$ cat src/rtl/uart_rx_oversampled.sv
`default_nettype none
// uart_rx_oversampled: 8N1 UART receiver, 16x phase-accumulator tick, 2-FF sync, 3-sample vote.
// Define UART_RX_PARITY_EN to add an even-parity bit (8E1) and drive parity_err.
module uart_rx_oversampled #(
  parameter int FREQ  = 50000000,
  parameter int BAUD  = 115200,
  parameter int ACC_W = 12
) (
  input  logic       CLK50MHZ,
  input  logic       RST,
  input  logic       rx,
  input  logic       rd,
  output logic [7:0] data,
  output logic       valid,
  output logic       frame_err,
  output logic       parity_err,
  output logic       overrun,
  output logic       busy
);

  localparam logic [ACC_W:0] INC = (ACC_W+1)'(((BAUD << ACC_W) + (FREQ >> 5)) / (FREQ >> 4));

  typedef enum logic [2:0] {
    IDLE   = 3'd0,
    START  = 3'd1,
    DATA   = 3'd2,
`ifdef UART_RX_PARITY_EN
    PARITY = 3'd3,
`endif
    STOP   = 3'd4,
    BRK    = 3'd5
  } state_t;

  state_t         state_q, state_d;
  logic           sync1_q, sync2_q;
  logic [ACC_W:0] acc_q, acc_d;
  logic [3:0]     scnt_q, scnt_d;
  logic [1:0]     samp_q, samp_d;
  logic [2:0]     idx_q, idx_d;
  logic [7:0]     shift_q, shift_d;
  logic [7:0]     data_q, data_d;
  logic           valid_q, valid_d;
  logic           ferr_q, ferr_d;
  logic           ovr_q, ovr_d;
`ifdef UART_RX_PARITY_EN
  logic           pend_q, pend_d;
  logic           perr_q, perr_d;
`endif

  logic rx_s;
  logic tick;
  logic decide;
  logic decision;

  assign rx_s     = sync2_q;
  assign tick     = acc_q[ACC_W];
  // The tick that advances scnt to 9 carries the bit decision, voting with the samples at 7 and 8.
  assign decide   = tick && (scnt_q == 4'd8);
  assign decision = (samp_q[0] & samp_q[1]) | (samp_q[0] & rx_s) | (samp_q[1] & rx_s);

  always_comb begin
    state_d = state_q;
    acc_d   = (state_q == IDLE) ? '0 : ({1'b0, acc_q[ACC_W-1:0]} + INC);
    scnt_d  = tick ? (scnt_q + 4'd1) : scnt_q;
    samp_d  = samp_q;
    idx_d   = idx_q;
    shift_d = shift_q;
    data_d  = data_q;
    valid_d = valid_q;
    ferr_d  = ferr_q;
    ovr_d   = ovr_q;
`ifdef UART_RX_PARITY_EN
    pend_d  = pend_q;
    perr_d  = perr_q;
`endif

    if (tick && (scnt_q == 4'd6)) samp_d[0] = rx_s;
    if (tick && (scnt_q == 4'd7)) samp_d[1] = rx_s;

    if (valid_q && rd) begin
      valid_d = 1'b0;
      ovr_d   = 1'b0;
    end

    case (state_q)
      IDLE: begin
        scnt_d = 4'd0;
        if (!rx_s) state_d = START;
      end
      START: begin
        if (decide) begin
          if (decision) begin
            state_d = IDLE;
          end else begin
            state_d = DATA;
            idx_d   = 3'd0;
          end
        end
      end
      DATA: begin
        if (decide) begin
          shift_d = {decision, shift_q[7:1]};
          idx_d   = idx_q + 3'd1;
          if (idx_q == 3'd7) begin
`ifdef UART_RX_PARITY_EN
            state_d = PARITY;
`else
            state_d = STOP;
`endif
          end
        end
      end
`ifdef UART_RX_PARITY_EN
      PARITY: begin
        if (decide) begin
          pend_d  = decision ^ (^shift_q);
          state_d = STOP;
        end
      end
`endif
      STOP: begin
        if (decide) begin
          data_d  = shift_q;
          ferr_d  = ~decision;
          valid_d = 1'b1;
          if (valid_q && !rd) ovr_d = 1'b1;
`ifdef UART_RX_PARITY_EN
          perr_d  = pend_q;
`endif
          state_d = decision ? IDLE : BRK;
        end
      end
      BRK: begin
        if (rx_s) state_d = IDLE;
      end
      default: state_d = IDLE;
    endcase
  end

  always_ff @(posedge CLK50MHZ or negedge RST) begin
    if (!RST) begin
      state_q <= IDLE;
      sync1_q <= 1'b1;
      sync2_q <= 1'b1;
      acc_q   <= '0;
      scnt_q  <= 4'd0;
      samp_q  <= 2'b11;
      idx_q   <= 3'd0;
      shift_q <= 8'h00;
      data_q  <= 8'h00;
      valid_q <= 1'b0;
      ferr_q  <= 1'b0;
      ovr_q   <= 1'b0;
`ifdef UART_RX_PARITY_EN
      pend_q  <= 1'b0;
      perr_q  <= 1'b0;
`endif
    end else begin
      state_q <= state_d;
      sync1_q <= rx;
      sync2_q <= sync1_q;
      acc_q   <= acc_d;
      scnt_q  <= scnt_d;
      samp_q  <= samp_d;
      idx_q   <= idx_d;
      shift_q <= shift_d;
      data_q  <= data_d;
      valid_q <= valid_d;
      ferr_q  <= ferr_d;
      ovr_q   <= ovr_d;
`ifdef UART_RX_PARITY_EN
      pend_q  <= pend_d;
      perr_q  <= perr_d;
`endif
    end
  end

  assign data      = data_q;
  assign valid     = valid_q;
  assign frame_err = ferr_q;
  assign overrun   = ovr_q;
  assign busy      = (state_q != IDLE);
`ifdef UART_RX_PARITY_EN
  assign parity_err = perr_q;
`else
  assign parity_err = 1'b0;
`endif

endmodule
`default_nettype wire

$ cat config.mk
export PLATFORM = sky130hd
export DESIGN_NAME = uart_rx_oversampled
export DESIGN_NICKNAME = d
export VERILOG_FILES = /design/src/rtl/uart_rx_oversampled.sv
export SDC_FILE = /design/constraint.sdc
export NUM_CORES = 1
export LEC_CHECK = 0
export ABC_AREA = 1
export BUFFER_PORTS_ARGS = -buffer_cell sky130_fd_sc_hd__buf_2
export CORE_MARGIN = 2
export CORE_UTILIZATION = 53
export DETAILED_ROUTE_END_ITERATION = 8
export GPL_TIMING_DRIVEN = 0
export PLACE_DENSITY_LB_ADDON = 0.08
export SYNTH_ARGS = -nofsm -noshare
export SYNTH_HDL_FRONTEND = slang
export SYNTH_SLANG_ARGS = --single-unit
$ cat constraint.sdc
create_clock -name CLK50MHZ -period 1.4 [get_ports CLK50MHZ]
set_clock_uncertainty 0.05 [all_clocks]
set_input_delay 0.07 -clock CLK50MHZ [delete_from_list [all_inputs] [get_ports CLK50MHZ]]
set_output_delay 0.07 -clock CLK50MHZ [all_outputs]
set_load 0.02 [all_outputs]
==> impl_metrics.py <==
metrics = {
    "global_route": {
        "gr-total-overflow": 0,
        "antenna_found_initial": 0,
        "grt_pass1_wl_um": 6890,
        "grt_max_degree": 47,
        "grt_pass1_vias": 1531,
        "grtUsageTotal_pct": 20.0,
    },
    "cts": {
        "cts_made_buffers": 5,
        "clk_path_buf_depth": 2,
        "ctsRootBufferMaster": "clkbuf_8",
        "clk_pin_slew_worst_paths_ps": 90,
        "cts_tree": "built",
        "htreeDepth": 2,
        "cts.sinks": 46,
        "clk_latency_ps": 300,
    },
    "critical_path": {
        "crit_type": "reg2reg",
        "critPathLaunch": "scnt_q[0]$_DFFE_PN0P_",
        "cp-endpoint": "shift_q[7]$_DFFE_PN0P_",
        "r2r-start": "scnt_q[0]$_DFFE_PN0P_",
        "crit_fanout": 5,
        "worstPathArrival_ps": 1690,
        "crit_path_end_kind": "flip-flop",
        "required_ps": 1540,
        "r2r-end": "shift_q[7]$_DFFE_PN0P_",
        "reg2reg_slack_ps": -150,
        "r2r_cells": 8,
        "crit_path_start_kind": "flip-flop",
    },
    "drt": {
        "drtAntennaViolNets": 0,
        "drt_pre_antenna_iters": 4,
        "num_vias": 1712,
        "viasPerCell": 4.96,
        "drc": 0,
        "post_drt_wl_per_cell_um": 12.1,
        "wl_um": 4190,
        "drt_iter0_drc": 77,
    },
    "final_layout": {
        "post-route-util_pct": 69.8,
        "fin_area_mm2": 0.00279,
        "diodes": 0,
        "syn2layout_area_growth_pct": 26.7,
        "final_cells": 345,
        "fillerInstances": 319,
        "layout-drive-gt1-share_pct": 33.9,
        "final_nets": 304,
    },
    "placed_design": {
        "dpl.hpwl_um": 2630,
        "io_buffers": 15,
        "gp_congestion": 0.738,
        "dp.cells": 317,
        "placed_area_mm2": 0.00234,
        "pre_cts_ws_ps": -225,
    },
    "pwr": {
        "swShare_pct": 20.7,
        "ir_drop_mv": 0.626,
        "switching_power_w": 0.000491,
        "p_clk_share_pct": 41.6,
        "p_comb_share_pct": 2.0,
        "design_power_total_w": 0.00238,
        "p_int_w": 0.00188,
        "power_leakage_nw": 1.41,
        "sequentialPowerShare_pct": 56.4,
        "powerDensity_mw_per_mm2": 851,
    },
    "sta": {
        "setup_viol": 14,
        "clock.fmax_mhz": 646,
        "slew_headroom_pct": 58.7,
        "worstMarginPinSlew_ps": 620,
        "fin_crit_sh_pct": 110,
        "finalWorstSetupSlack_ps": -147,
        "post-route-min-period_ps": 1550,
        "rsz0062_at_grt": "true",
        "slew_violations": 0,
        "hold_viol": 0,
    },
    "floorplan": {
        "ios": 17,
        "die_area_mm2": 0.00469,
        "start_util_pct": 55.1,
        "rows": 23,
        "fp.dieW_um": 68.5,
        "die_h_um": 68.5,
        "core_area_mm2": 0.00400,
    },
    "synthesis": {
        "ys_top_cells_by_area": "dfrtp_1 48%, nand2_1 12%, inv_1 6.0%, dfstp_2 4.8%, o21ai_2 4.0%",
        "syn_avg_cell_area_um2": 8.74,
        "ys_async_sr_fraction_pct": 100,
        "synth_top_flop_cell": "dfrtp_1",
        "yosysMostFrequentCell": "nand2_1",
        "synthDistinctLibCells": 30,
        "syn_area_mm2": 0.00220,
        "yosys-top-cells-count": "68 x nand2_1, 42 x dfrtp_1, 35 x inv_1",
        "synth_cells": 252,
        "synth_top_area_share_pct": 47.7,
        "syn-num-nets": 262,
        "ys.warnings.count": 0,
        "synth_area_leader_cell": "dfrtp_1",
        "synth_edf_count": 0,
        "ys_ff_latch": 46,
        "ys_seq_area_share_pct": 52.5,
    },
    "worst_hold_path": {
        "hp-class": "in2async",
    },
    "outcome": {
        "violations": "negative setup slack",
        "status": "complete, but fails checks",
    },
    "job": {
        "cap_violations": 0,
    },
}
## metal layers
metal,vias to the layer above,track usage (%),routed length [um]
li1,877,-,-
met1,810,27.6,1960
met2,19,29.7,2050
met3,6,5.10,118
met4,0,8.75,58
met5,-,0,0
## critical path, cell delays in order (launching register included)
cell,delay (ps)
dfrtp_1,410
inv_2,90
ha_4,150
nand4_4,90
or2_4,290
buf_8,140
buf_6,130
nand2_4,50
o21ai_2,40
## power by group through the flow
stage	Clock, W	Sequential [W]	Combinational (W)
2_1_floorplan	0	0.00137	0.00000660
3_3_place_gp	0	0.00136	0.0000433
3_5_place_dp	0	0.00137	0.0000432
4_1_cts	0.00102	0.00134	0.0000494
5_1_grt	0.00108	0.00134	0.0000561
6_report	0.000988	0.00134	0.0000479
## flip-flops by register name, indices dropped and copies added (netlist names), named ones only
register / flops
state_q: 3
idx_q: 3
samp_q: 2
rx_s: 1
sync1_q: 1
frame_err: 1
shift_q: 8
scnt_q: 4
data: 8
valid: 1
acc_q: 13
## stage by stage
| step | hold slack (ps) | setup TNS, ps |
|---|---|---|
| after CTS | 310 | -1260 |
| after global routing | 321 | -2220 |
| after global placement | 125 | -5590 |
| after floorplan | -276 | -785 |
| final | 286 | -1390 |
| after detailed placement | 127 | -6050 |
## layout by cell type, fill, tap and decap left out, drive strengths merged
cell,count
a21oi,13
a22oi,1
a31oi,1
and3,1
buf,37
bufinv,1
clkbuf,6
clkinv,1
conb,1
dfrtp,42
dfstp,4
dlygate4sd3,3
ha,6
inv,39
mux2,1
nand2,68
nand3,13
nand3b,1
nand4,3
nor2,19
nor3,4
o21ai,26
or2,2
xnor2,2
## cells by family after synthesis
logic type,count (synthesis),synth area share (%)
flops,46,52.5
other cells,1,0.170
xor+xnor,2,0.795
buf+inv,44,9.48
compound gates,41,11.2
mux,1,0.511
simple gates,111,22.0
fa+ha+maj,6,3.41
## final cells by class
class / count / area (um^2) / share of cell area (%)
buffer: 6 / 76.3 / 2.73
clock buffer: 5 / 68.8 / 2.46
clock inverter: 3 / 43.8 / 1.57
inverter: 38 / 145 / 5.20
multi-input combinational: 162 / 965 / 34.5
sequential: 46 / 1160 / 41.5
tap: 50 / 62.6 / 2.24
timing repair buffer: 35 / 273 / 9.77
## what timing repair did
action                                  4_1_cts  5_1_grt
gates resized for setup                      26       36
buffers inserted                              9        8
gates cloned                                  2        0
endpoints found under the setup margin       38       30
hold buffers                                  3        0
pin swaps                                     2        6
hold endpoints to repair                     45        0
## worst min path at each step
| stage | slack, ps | endpoint | startpoint |
|---|---|---|---|
| detailed placement | 130 | sync1_q$_DFF_PN1_ | rx |
| CTS | 310 | rx_s$_DFF_PN1_ | sync1_q$_DFF_PN1_ |
| global placement | 130 | sync1_q$_DFF_PN1_ | rx |
| global route | 320 | rx_s$_DFF_PN1_ | sync1_q$_DFF_PN1_ |
| floorplan | -280 | asynchronous set/reset pin | RST |
| finish | 290 | scnt_q[1]$_DFFE_PN0P_ | RST |
Power figures use the tool's default switching activity.
